[config.mk]
export PLATFORM = sky130hd
export DESIGN_NAME = alu_cmd_sequencer
export DESIGN_NICKNAME = d
export VERILOG_FILES = /design/src/rtl/alu_seq_pkg.sv /design/src/rtl/sync_fifo.sv /design/src/rtl/alu_cmd_sequencer.sv
export SDC_FILE = /design/constraint.sdc
export NUM_CORES = 1
export LEC_CHECK = 0
export BUFFER_PORTS_ARGS = -buffer_cell sky130_fd_sc_hd__buf_2
export CAP_MARGIN = 40
export CORE_MARGIN = 1.5
export CORE_UTILIZATION = 43
export DETAILED_ROUTE_END_ITERATION = 12
export MAX_ROUTING_LAYER = met4
export PLACE_DENSITY_LB_ADDON = 0.25
export SYNTH_ARGS = -nofsm -noshare
export SYNTH_HDL_FRONTEND = slang
export SYNTH_SLANG_ARGS = --single-unit
export TNS_END_PERCENT = 1
[constraint.sdc]
create_clock -name clk_p_i -period 16.75 [get_ports clk_p_i]
set_clock_uncertainty 0.2 [all_clocks]
set_input_delay 0 -clock clk_p_i [delete_from_list [all_inputs] [get_ports clk_p_i]]
set_output_delay 0 -clock clk_p_i [all_outputs]
set_load 0.01 [all_outputs]
[src/rtl/alu_seq_pkg.sv]
// Shared types and constants for the ALU command sequencer.
// ALU_SEQ_MOD_ZERO_CHECK_EN enables the modulo-by-zero flag helper.
package alu_seq_pkg;

  typedef enum logic [2:0] {
    OP_ADD = 3'd0,
    OP_SUB = 3'd1,
    OP_MUL = 3'd2,
    OP_AND = 3'd3,
    OP_XOR = 3'd4,
    OP_ABS = 3'd5,
    OP_AVG = 3'd6,
    OP_MOD = 3'd7
  } alu_op_e;

  localparam int unsigned ALU_LATENCY = 2;

  typedef struct packed {
    logic [7:0] a;
    logic [7:0] b;
    logic [2:0] inst;
  } alu_cmd_t;

  localparam int unsigned CMD_W = $bits(alu_cmd_t);

`ifdef ALU_SEQ_MOD_ZERO_CHECK_EN
  function automatic logic is_mod_zero(input alu_cmd_t c);
    return (c.inst == OP_MOD) && (c.a == 8'h00);
  endfunction
`endif

endpackage

[src/rtl/sync_fifo.sv]
// Single-clock FIFO with show-ahead read data and occupancy count.
// A write while full is refused even if a read happens in the same cycle.
module sync_fifo #(
  parameter int unsigned WIDTH = 8,
  parameter int unsigned DEPTH = 4
) (
  input  logic                     clk_i,
  input  logic                     rst_i,
  input  logic                     wr_en_i,
  input  logic [WIDTH-1:0]         wr_data_i,
  input  logic                     rd_en_i,
  output logic [WIDTH-1:0]         rd_data_o,
  output logic                     full_o,
  output logic                     empty_o,
  output logic [$clog2(DEPTH):0]   count_o
);

  localparam int unsigned AW = $clog2(DEPTH);
  localparam logic [AW:0] FULL_CNT = (AW+1)'(DEPTH);

  logic [WIDTH-1:0] mem_q [DEPTH];
  logic [AW-1:0]    wptr_q, wptr_d;
  logic [AW-1:0]    rptr_q, rptr_d;
  logic [AW:0]      count_q, count_d;
  logic             wr_ok, rd_ok;

  assign full_o    = (count_q == FULL_CNT);
  assign empty_o   = (count_q == '0);
  assign count_o   = count_q;
  assign rd_data_o = mem_q[rptr_q];

  assign wr_ok = wr_en_i && !full_o;
  assign rd_ok = rd_en_i && !empty_o;

  always_comb begin
    wptr_d  = wptr_q;
    rptr_d  = rptr_q;
    count_d = count_q;
    if (wr_ok) wptr_d = wptr_q + 1'b1;
    if (rd_ok) rptr_d = rptr_q + 1'b1;
    case ({wr_ok, rd_ok})
      2'b10:   count_d = count_q + 1'b1;
      2'b01:   count_d = count_q - 1'b1;
      default: count_d = count_q;
    endcase
  end

  always_ff @(posedge clk_i or posedge rst_i) begin
    if (rst_i) begin
      wptr_q  <= '0;
      rptr_q  <= '0;
      count_q <= '0;
      for (int unsigned i = 0; i < DEPTH; i++) mem_q[i] <= '0;
    end else begin
      wptr_q  <= wptr_d;
      rptr_q  <= rptr_d;
      count_q <= count_d;
      if (wr_ok) mem_q[wptr_q] <= wr_data_i;
    end
  end

endmodule

[src/rtl/alu_cmd_sequencer.sv]
// Command front-end for the 2-cycle ALU: command FIFO, credit-gated issue,
// in-flight tag pipe and in-order result FIFO. Option: ALU_SEQ_MOD_ZERO_CHECK_EN.
module alu_cmd_sequencer
  import alu_seq_pkg::*;
#(
  parameter int unsigned CMD_DEPTH = 4,
  parameter int unsigned RES_DEPTH = 4
) (
  input  logic        clk_p_i,
  input  logic        reset_p_i,
  input  logic        cmd_valid_i,
  output logic        cmd_ready_o,
  input  logic [7:0]  cmd_a_i,
  input  logic [7:0]  cmd_b_i,
  input  logic [2:0]  cmd_inst_i,
  output logic [7:0]  alu_a_o,
  output logic [7:0]  alu_b_o,
  output logic [2:0]  alu_inst_o,
  input  logic [15:0] alu_result_i,
  output logic        res_valid_o,
  input  logic        res_ready_i,
  output logic [15:0] res_data_o,
  output logic [2:0]  res_inst_o,
`ifdef ALU_SEQ_MOD_ZERO_CHECK_EN
  output logic        res_err_o,
`endif
  output logic        busy_o
);

  localparam int unsigned CMD_CW = $clog2(CMD_DEPTH) + 1;
  localparam int unsigned RES_CW = $clog2(RES_DEPTH) + 1;
  localparam int unsigned STAGES = ALU_LATENCY + 1;
`ifdef ALU_SEQ_MOD_ZERO_CHECK_EN
  localparam int unsigned RES_W = 20;
`else
  localparam int unsigned RES_W = 19;
`endif
  localparam logic [RES_CW:0] RES_LIMIT = (RES_CW+1)'(RES_DEPTH);

  alu_cmd_t            cmd_in, cmd_head;
  logic                cmd_wr, cmd_full, cmd_empty;
  logic [CMD_CW-1:0]   cmd_count;

  logic                res_wr, res_full, res_empty;
  logic [RES_W-1:0]    res_wdata, res_rdata;
  logic [RES_CW-1:0]   res_count;

  logic [RES_CW:0]     credit_used;
  logic                issue;

  logic [STAGES-1:0]   pv_q, pv_d;
  logic [2:0]          ptag_q [STAGES];
  logic [2:0]          ptag_d [STAGES];
`ifdef ALU_SEQ_MOD_ZERO_CHECK_EN
  logic [STAGES-1:0]   pflag_q, pflag_d;
`endif
  logic [7:0]          alu_a_q, alu_a_d;
  logic [7:0]          alu_b_q, alu_b_d;
  logic [2:0]          alu_inst_q, alu_inst_d;

  // Ready is held low during reset so nothing is accepted while state clears.
  assign cmd_ready_o = !cmd_full && !reset_p_i;
  assign cmd_wr      = cmd_valid_i && cmd_ready_o;
  assign cmd_in      = {cmd_a_i, cmd_b_i, cmd_inst_i};

  sync_fifo #(
    .WIDTH (CMD_W),
    .DEPTH (CMD_DEPTH)
  ) u_cmd_fifo (
    .clk_i     (clk_p_i),
    .rst_i     (reset_p_i),
    .wr_en_i   (cmd_wr),
    .wr_data_i (cmd_in),
    .rd_en_i   (issue),
    .rd_data_o (cmd_head),
    .full_o    (cmd_full),
    .empty_o   (cmd_empty),
    .count_o   (cmd_count)
  );

  // Every in-flight op holds a result slot, so capture can never overflow.
  always_comb begin
    credit_used = {1'b0, res_count};
    for (int unsigned i = 0; i < STAGES; i++)
      credit_used = credit_used + (RES_CW+1)'(pv_q[i]);
  end

  assign issue = !cmd_empty && (credit_used < RES_LIMIT);

  always_comb begin
    pv_d       = {pv_q[STAGES-2:0], issue};
    ptag_d[0]  = issue ? cmd_head.inst : '0;
    for (int unsigned i = 1; i < STAGES; i++) ptag_d[i] = ptag_q[i-1];
`ifdef ALU_SEQ_MOD_ZERO_CHECK_EN
    pflag_d    = {pflag_q[STAGES-2:0], issue && is_mod_zero(cmd_head)};
`endif
    alu_a_d    = issue ? cmd_head.a    : '0;
    alu_b_d    = issue ? cmd_head.b    : '0;
    alu_inst_d = issue ? cmd_head.inst : '0;
  end

  always_ff @(posedge clk_p_i or posedge reset_p_i) begin
    if (reset_p_i) begin
      pv_q       <= '0;
      for (int unsigned i = 0; i < STAGES; i++) ptag_q[i] <= '0;
`ifdef ALU_SEQ_MOD_ZERO_CHECK_EN
      pflag_q    <= '0;
`endif
      alu_a_q    <= '0;
      alu_b_q    <= '0;
      alu_inst_q <= '0;
    end else begin
      pv_q       <= pv_d;
      ptag_q     <= ptag_d;
`ifdef ALU_SEQ_MOD_ZERO_CHECK_EN
      pflag_q    <= pflag_d;
`endif
      alu_a_q    <= alu_a_d;
      alu_b_q    <= alu_b_d;
      alu_inst_q <= alu_inst_d;
    end
  end

  assign alu_a_o    = alu_a_q;
  assign alu_b_o    = alu_b_q;
  assign alu_inst_o = alu_inst_q;

  assign res_wr = pv_q[STAGES-1];
`ifdef ALU_SEQ_MOD_ZERO_CHECK_EN
  assign res_wdata = {pflag_q[STAGES-1], ptag_q[STAGES-1],
                      pflag_q[STAGES-1] ? 16'hFFFF : alu_result_i};
`else
  assign res_wdata = {ptag_q[STAGES-1], alu_result_i};
`endif

  sync_fifo #(
    .WIDTH (RES_W),
    .DEPTH (RES_DEPTH)
  ) u_res_fifo (
    .clk_i     (clk_p_i),
    .rst_i     (reset_p_i),
    .wr_en_i   (res_wr),
    .wr_data_i (res_wdata),
    .rd_en_i   (res_ready_i),
    .rd_data_o (res_rdata),
    .full_o    (res_full),
    .empty_o   (res_empty),
    .count_o   (res_count)
  );

  assert property (@(posedge clk_p_i) disable iff (reset_p_i) res_wr |-> !res_full);

  assign res_valid_o = !res_empty;
  assign res_data_o  = res_empty ? '0 : res_rdata[15:0];
  assign res_inst_o  = res_empty ? '0 : res_rdata[18:16];
`ifdef ALU_SEQ_MOD_ZERO_CHECK_EN
  assign res_err_o   = !res_empty && res_rdata[19];
`endif

  assign busy_o = (cmd_count != '0) | (|pv_q) | (res_count != '0);

endmodule

==> results of run 1 <==
area by class of cell:
class | instances | area, um^2 | share of cell area, %
Clock buffer | 18 | 429 | 4.15
Clock inverter | 14 | 156 | 1.51
Inverter | 14 | 60.1 | 0.580
Multi-Input combinational cell | 291 | 3550 | 34.3
Sequential cell | 194 | 4850 | 46.9
Tap cell | 265 | 332 | 3.20
Timing Repair Buffer | 133 | 966 | 9.34
registers in the layout, summed over array words and instances (netlist names):
name                flops
u_cmd_fifo.count_o      3
ptag_d                  3
alu_b_o                 8
u_cmd_fifo.rptr_q       2
u_res_fifo.wptr_q       2
u_cmd_fifo.mem_q       76
u_res_fifo.rptr_q       2
ptag_q                  3
u_cmd_fifo.wptr_q       2
alu_inst_o              3
pv_q                    3
u_res_fifo.mem_q       76
alu_a_o                 8
u_res_fifo.count_o      3
metal layers:
layer  track usage, %  up-vias
li1                 -     2119
met1             21.8     2505
met2             30.3       74
met3             3.54       12
met4             5.74        0
met5                -        -
path summary, 6_finish.rpt:
kind	startpoint	to
max	u_res_fifo.count_o[0]	u_cmd_fifo.count_o[1]
min	ptag_d[1]	ptag_q[1]
max reg2reg	u_res_fifo.count_o[0]	u_cmd_fifo.count_o[1]
min reg2reg	ptag_d[1]	ptag_q[1]
max in group asynchronous	reset_p_i	u_res_fifo.mem_q[19]
min in group asynchronous	reset_p_i	u_cmd_fifo.mem_q[71]
power groups by stage:
stage / clock network, mW / registers, mW / logic (mW)
floorplan: 0 / 0.781 / 0.647
global placement: 0 / 0.823 / 0.771
detailed placement: 0 / 0.825 / 0.835
CTS: 0.416 / 0.819 / 0.844
global route: 0.432 / 0.843 / 0.907
finish: 0.402 / 0.817 / 0.827
what timing repair did:
item,in CTS,in global routing
hold buffers,38,1
endpoints found under the hold margin,275,1
resized for setup,0,0
metrics by stage:
| stage | std cells | utilization [%] | worst slack [ns] |
|---|---|---|---|
| final | 929 | 52.8 | 13.40 |
| after global routing | 929 | 52.8 | 13.16 |
| after CTS | 927 | 52.6 | 13.34 |
| after detailed placement | 857 | 47.7 | 13.36 |
| after global placement | 854 | 47.3 | 13.16 |
| after floorplan | 523 | - | 11.05 |
logic make-up (layout without fill, tap and decap cells):
kind of cell               after synthesis  count (layout)
adders and majority gates               15              15
DFF                                    194             194
and+or+nand+nor                         70              70
buffers and inverters                   38             179
muxes                                  194             194
xor gates and xnor gates                12              12
worst max-delay path, delay by kind of cell, from the launching register on:
family        cells  cell delay, ns
fa+ha+maj         4            1.27
buf+inv           4            0.57
flops             1            0.41
mux               1            0.28
simple gates      2            0.50
placed cells by master (no fill, tap or decap), types with 11 or more instances in the layout:
master,count
dlygate4sd3_1,39
clkbuf_16,17
mux4_2,38
ha_1,12
mux2_4,40
buf_2,79
inv_1,13
buf_4,11
and2_1,20
mux2_2,115
dfrtp_1,194
nor2b_1,17
==> summary.md, run 1 <==
| Metric | Value |
|---|---|
| Outcome | finished, final reports clean |
| Yosys cell types | 31 |
| Largest net degree at the start of global routing | 131 |
| CP Max Fanout | 13 |
| Peak supply drop | 0.0922 mV |
| Die area | 0.0209 mm^2 |
| Sequential power share | roughly 40% |
| Clock latency on the worst-skew pair | 0.43 ns |
| Combinational share of power | 40.4% |
| Iteration-0 DRC count of the detailed router | around 160 |
| Net switching component of the power | 631 uW |
| Clock power frac | 19.6% |
| Internal Power | approximately 1.4 mW |
| Clk buf depth | 2 |
| Die width | around 140 um |
| Async SR Flop Fraction | 100% |
| Post-synth top cells | dfrtp_1, mux2_2, mux2_4 |
| Area delta synth->final | 20.0% |
| Drt drc | 0 |
| M1 WL | 7.41 mm |
| Pwr Density | ~200 mW/mm^2 |
| Hold Path Stages | 0 |
| Critical Path End Type | flip-flop |
| WL final | 16.8 mm |
| Dpl hpwl | 10.7 mm |
| H-tree levels | 4 |
| Total core area | 0.0196 mm^2 |
| Fin Hold WS | between 0.15 and 0.2 ns |
| Clock Sinks | 194 |
| Nets | about 710 |
| Share of layout cells above drive strength 1 | 49.7% |
| Final Cell Area | 0.0103 mm^2 |
| Via count | 4710 |
| Total power | 2.05 mW |
| Final TNS setup | 0 ns |
| Area share of the largest cell type after synthesis | between 50% and 60% |
| Initial Utilization | between 40% and 50% |
| Slew of the pin with the lowest slew margin | 0.855 ns |
| Routability cong. | 0.711 |
| Synth warnings | 0 |
| Synth Area in XOR/XNOR | 1.22% |
| Worst path most repeated cell | inv_1 |
| Std cell rows | 51 |
| Max_cap viols | 0 |
| Mapped Area | 0.00862 mm^2 |
| Initial antenna violation count | 0 |
| Yosys top cell by area | dfrtp_1 |
| Crit Path Category | reg -> reg |
| Minimum clock period | about 3.3 ns |
| Rel. slew slack | 43.0% |
| Adder-cell share of the synthesized area | 2.44% |
| Vias in the first global route | just over 5000 |
| Main synth FF type | dfrtp_1 |
| Synth Area in Simple Gates | 5.47% |
| Total iterations of the first detailed-routing run | 4 |
| CP Cell Sequence | inv_1 > fa_1 > inv_1 > ha_1 > nand3b_1 > nand3_1 > buf_8 > inv_1 > ha_1 > fa_1 > mux2_2 |
| Count of pins over their slew limit | 0 |
| Worst path arrival time | 3.45 ns |
| P_leak | 4.61 nW |
| RSZ-0062 raised after global routing | false |
| ANT nets after route | 0 |
| # IOs | 80 |
| CP startpoint kind | flip-flop |
| CTS buffer count | 17 |
| Synth Area in Compound Gates | 0% |
| Overflow after GRT | 0 |
| Post-synthesis mux area share | between 30% and 40% |
| Main combinational cell family by area after synthesis | multiplexers |
| N_diodes | 0 |
| Hold Violations, Final | 0 |
| Die Y | 145 um |
| GRT Total Usage | around 18% |
| #FFs+latches synth | 194 |
| Area contributors post-synth | dfrtp_1, mux2_2, mux4_2 |
| Per-cell routed wire length | 18.0 um |
| Final setup viols | 0 |
| Post-synth EDFFs | 0 |
| Routed wire length on met3 | 422 um |
| Largest stage delay on the critical path | 0.43 ns |
| Fill count | ~1600 |
| Syn nets | 577 |
| Max frequency | 0.299 GHz |
| Clk root buf | clkbuf_16 |
| TritonCTS clock tree | built |
| Clk pin slew, worst setup/hold paths | 0.06 ns |
| Placed Area | 0.00934 mm^2 |
| Highest metal used | met4 |
| Fin crit share | roughly 20% |
| Reg-to-reg setup timing slack | 13.40 ns |
| CP required | 16.86 ns |
| Worst Hold Class | reg -> reg |
| First-pass GRT wire length | about 27 mm |
| Vias per cell | 5.07 |
| CP max-delay cell | fa_1 |
| Post-Synthesis Cells | ~520 |
| Buffers on Ports | 79 |
| R2R depth | 11 |
| DR WL met2 | about 8.7 mm |
| Post-CTS Setup Bufs | 0 |
| Syn_area_per_cell | ~16 um^2 |
| Sequential share of the synthesized area | 56.3% |
| Switching Share | 30.8% |
| Count leader, synth | dfrtp_1 |
(Power assumes the default switching activity.)
==> run 2: changes to the inputs <==
clock period = 2.8 ns   (was 16.75 ns; I/O delays follow)
==> summary.md, run 2 (synthesized netlist as in run 1, its figures left out) <==
| Metric | Value |
|---|---|
| Worst path arrival time | 2.78 ns |
| Peak supply drop | 0.522 mV |
| Fin Hold WS | 0.0651 ns |
| Die area | 0.0209 mm^2 |
| Origin of the critical flop-to-flop path | u_res_fifo.count_o[0] |
| Iteration-0 DRC count of the detailed router | 170 |
| Max_cap viols | 0 |
| Outcome | finished, final reports clean |
| Via count | 4677 |
| Largest net degree at the start of global routing | approximately 100 |
| Slew of the pin with the lowest slew margin | roughly 0.7 ns |
| Per-cell routed wire length | between 15 and 20 um |
| First-pass GRT wire length | 27.5 mm |
| Crit path from | u_res_fifo.count_o[0] |
| Total iterations of the first detailed-routing run | 4 |
| Commonest cells after routing, fill and taps aside | dfrtp_1, mux2_2, buf_2, mux2_4 |
| WL final | approximately 17 mm |
| CP startpoint kind | flip-flop |
| Clock latency on the worst-skew pair | 0.43 ns |
| Crit Path Category | reg -> reg |
| CP required | 2.92 ns |
| TritonCTS clock tree | built |
| Count of pins over their slew limit | 0 |
| Vias in the first global route | 5316 |
| Most common cell after layout, fill and taps aside | dfrtp_1 |
| Worst Hold Class | in -> async |
| N_diodes | 0 |
| Vias per cell | 5.00 |
| # IOs | 80 |
| Dpl hpwl | 11.0 mm |
| Final setup viols | 0 |
| Clk pin slew, worst setup/hold paths | 0.07 ns |
| Final TNS setup | 0 ns |
| Critical Path End Type | flip-flop |
| Routability cong. | roughly 0.75 |
| Minimum clock period | between 2 and 3 ns |
| Initial antenna violation count | 0 |
| Die Y | roughly 140 um |
| Std cell rows | between 50 and 60 |
| CTS buffer count | 17 |
| P_leak | about 4.7 nW |
| GRT Total Usage | 18.1% |
| CP Max Fanout | 3 |
| Rel. slew slack | 54.5% |
| Hold Violations, Final | 0 |
| Nets | 712 |
| Pwr Density | between 1000 and 1500 mW/mm^2 |
| Share of layout cells above drive strength 1 | 50.2% |
| Overflow after GRT | 0 |
| Largest regs | u_cmd_fifo.mem_q (76), u_res_fifo.mem_q (76) |
| Total core area | 0.0196 mm^2 |
| Drt drc | 0 |
| H-tree levels | 4 |
| Clock Sinks | 194 |
| Fin crit share | 95.1% |
| Post-Route Utilization | between 50 and 60% |
| Die width | 145 um |
| Max frequency | 0.376 GHz |
| Initial Utilization | 44.0% |
| ANT nets after route | 0 |
| Area delta synth->final | 21.2% |
| Total power | roughly 13 mW |
| Clk buf depth | 2 |
| Buffers on Ports | 79 |
| Clk root buf | clkbuf_16 |
==> run 2: cell types whose count changed in the layout (fill, tap and decap cells not counted), sizes merged <==
cell / delta
buf: +8
inv: -4
clkinv: -4
dlygate4sd3: -1
bufinv: +3
clkbuf: +5
==> run 2: stage by stage <==
stage / area, um^2 / cells / setup WS, ns
6_report: 10500 / 936 / 0.137
5_1_grt: 10500 / 936 / -0.0124
4_1_cts: 10400 / 934 / 0.0169
3_5_place_dp: 9410 / 864 / 0.0360
3_3_place_gp: 9380 / 862 / 0.130
2_1_floorplan: 8640 / 523 / -0.0595
==> run 2: power breakdown <==
| part | switching (mW) | leakage, nW | total, mW | internal [mW] |
|---|---|---|---|---|
| clock network | 1.02 | 0.304 | 2.66 | 1.63 |
| registers | 0.704 | 2.38 | 4.84 | 4.13 |
| logic | 2.00 | 1.98 | 5.02 | 3.02 |
==> run 2: final timing paths <==
| kind | cells past startpoint | endpoint | slack (ns) |
|---|---|---|---|
| hold reg to reg | 0 | ptag_q[0] | 0.15 |
| setup / recovery | 10 | u_cmd_fifo.count_o[1] | 0.14 |
| max in group asynchronous | 4 | u_res_fifo.mem_q[48] | 1.32 |
| setup reg to reg | 10 | u_cmd_fifo.count_o[1] | 0.14 |
| min in group clk_p_i | 0 | ptag_q[0] | 0.15 |
| hold / removal | 3 | u_cmd_fifo.rptr_q[0] | 0.07 |
==> run 2: repair_timing <==
action,4_1_cts,5_1_grt
buffers inserted,0,2
hold buffers,38,0
gates resized for setup,0,2
setup endpoints to repair,0,2
endpoints found under the hold margin,281,0
==> run 2: cell type report <==
type | instances | area (um^2)
Multi-Input combinational cell | 291 | 3550
Inverter | 14 | 56.3
Timing Repair Buffer | 140 | 1010
Sequential cell | 194 | 4850
Clock inverter | 9 | 178
Fill cell | 1639 | 9140
Clock buffer | 23 | 468
Tap cell | 265 | 332
==> run 2: per-layer routing <==
metal | vias to the layer above | wire [um] | GRT usage [%]
met1 | 2453 | 7350 | 22.2
met3 | 15 | 487 | 3.71
met2 | 76 | 8680 | 30.0
met5 | - | 0 | -
met4 | 0 | 231 | 6.33
li1 | 2133 | - | -
==> run 2: worst max-delay path, stage by stage (launching register included) <==
cell and delay (ns):
dfrtp_1 0.37, inv_1 0.10, fa_1 0.42, inv_1 0.06
ha_1 0.21, nand3b_1 0.10, nand3_1 0.11, inv_2 0.09
ha_2 0.20, fa_1 0.41, mux2_2 0.27
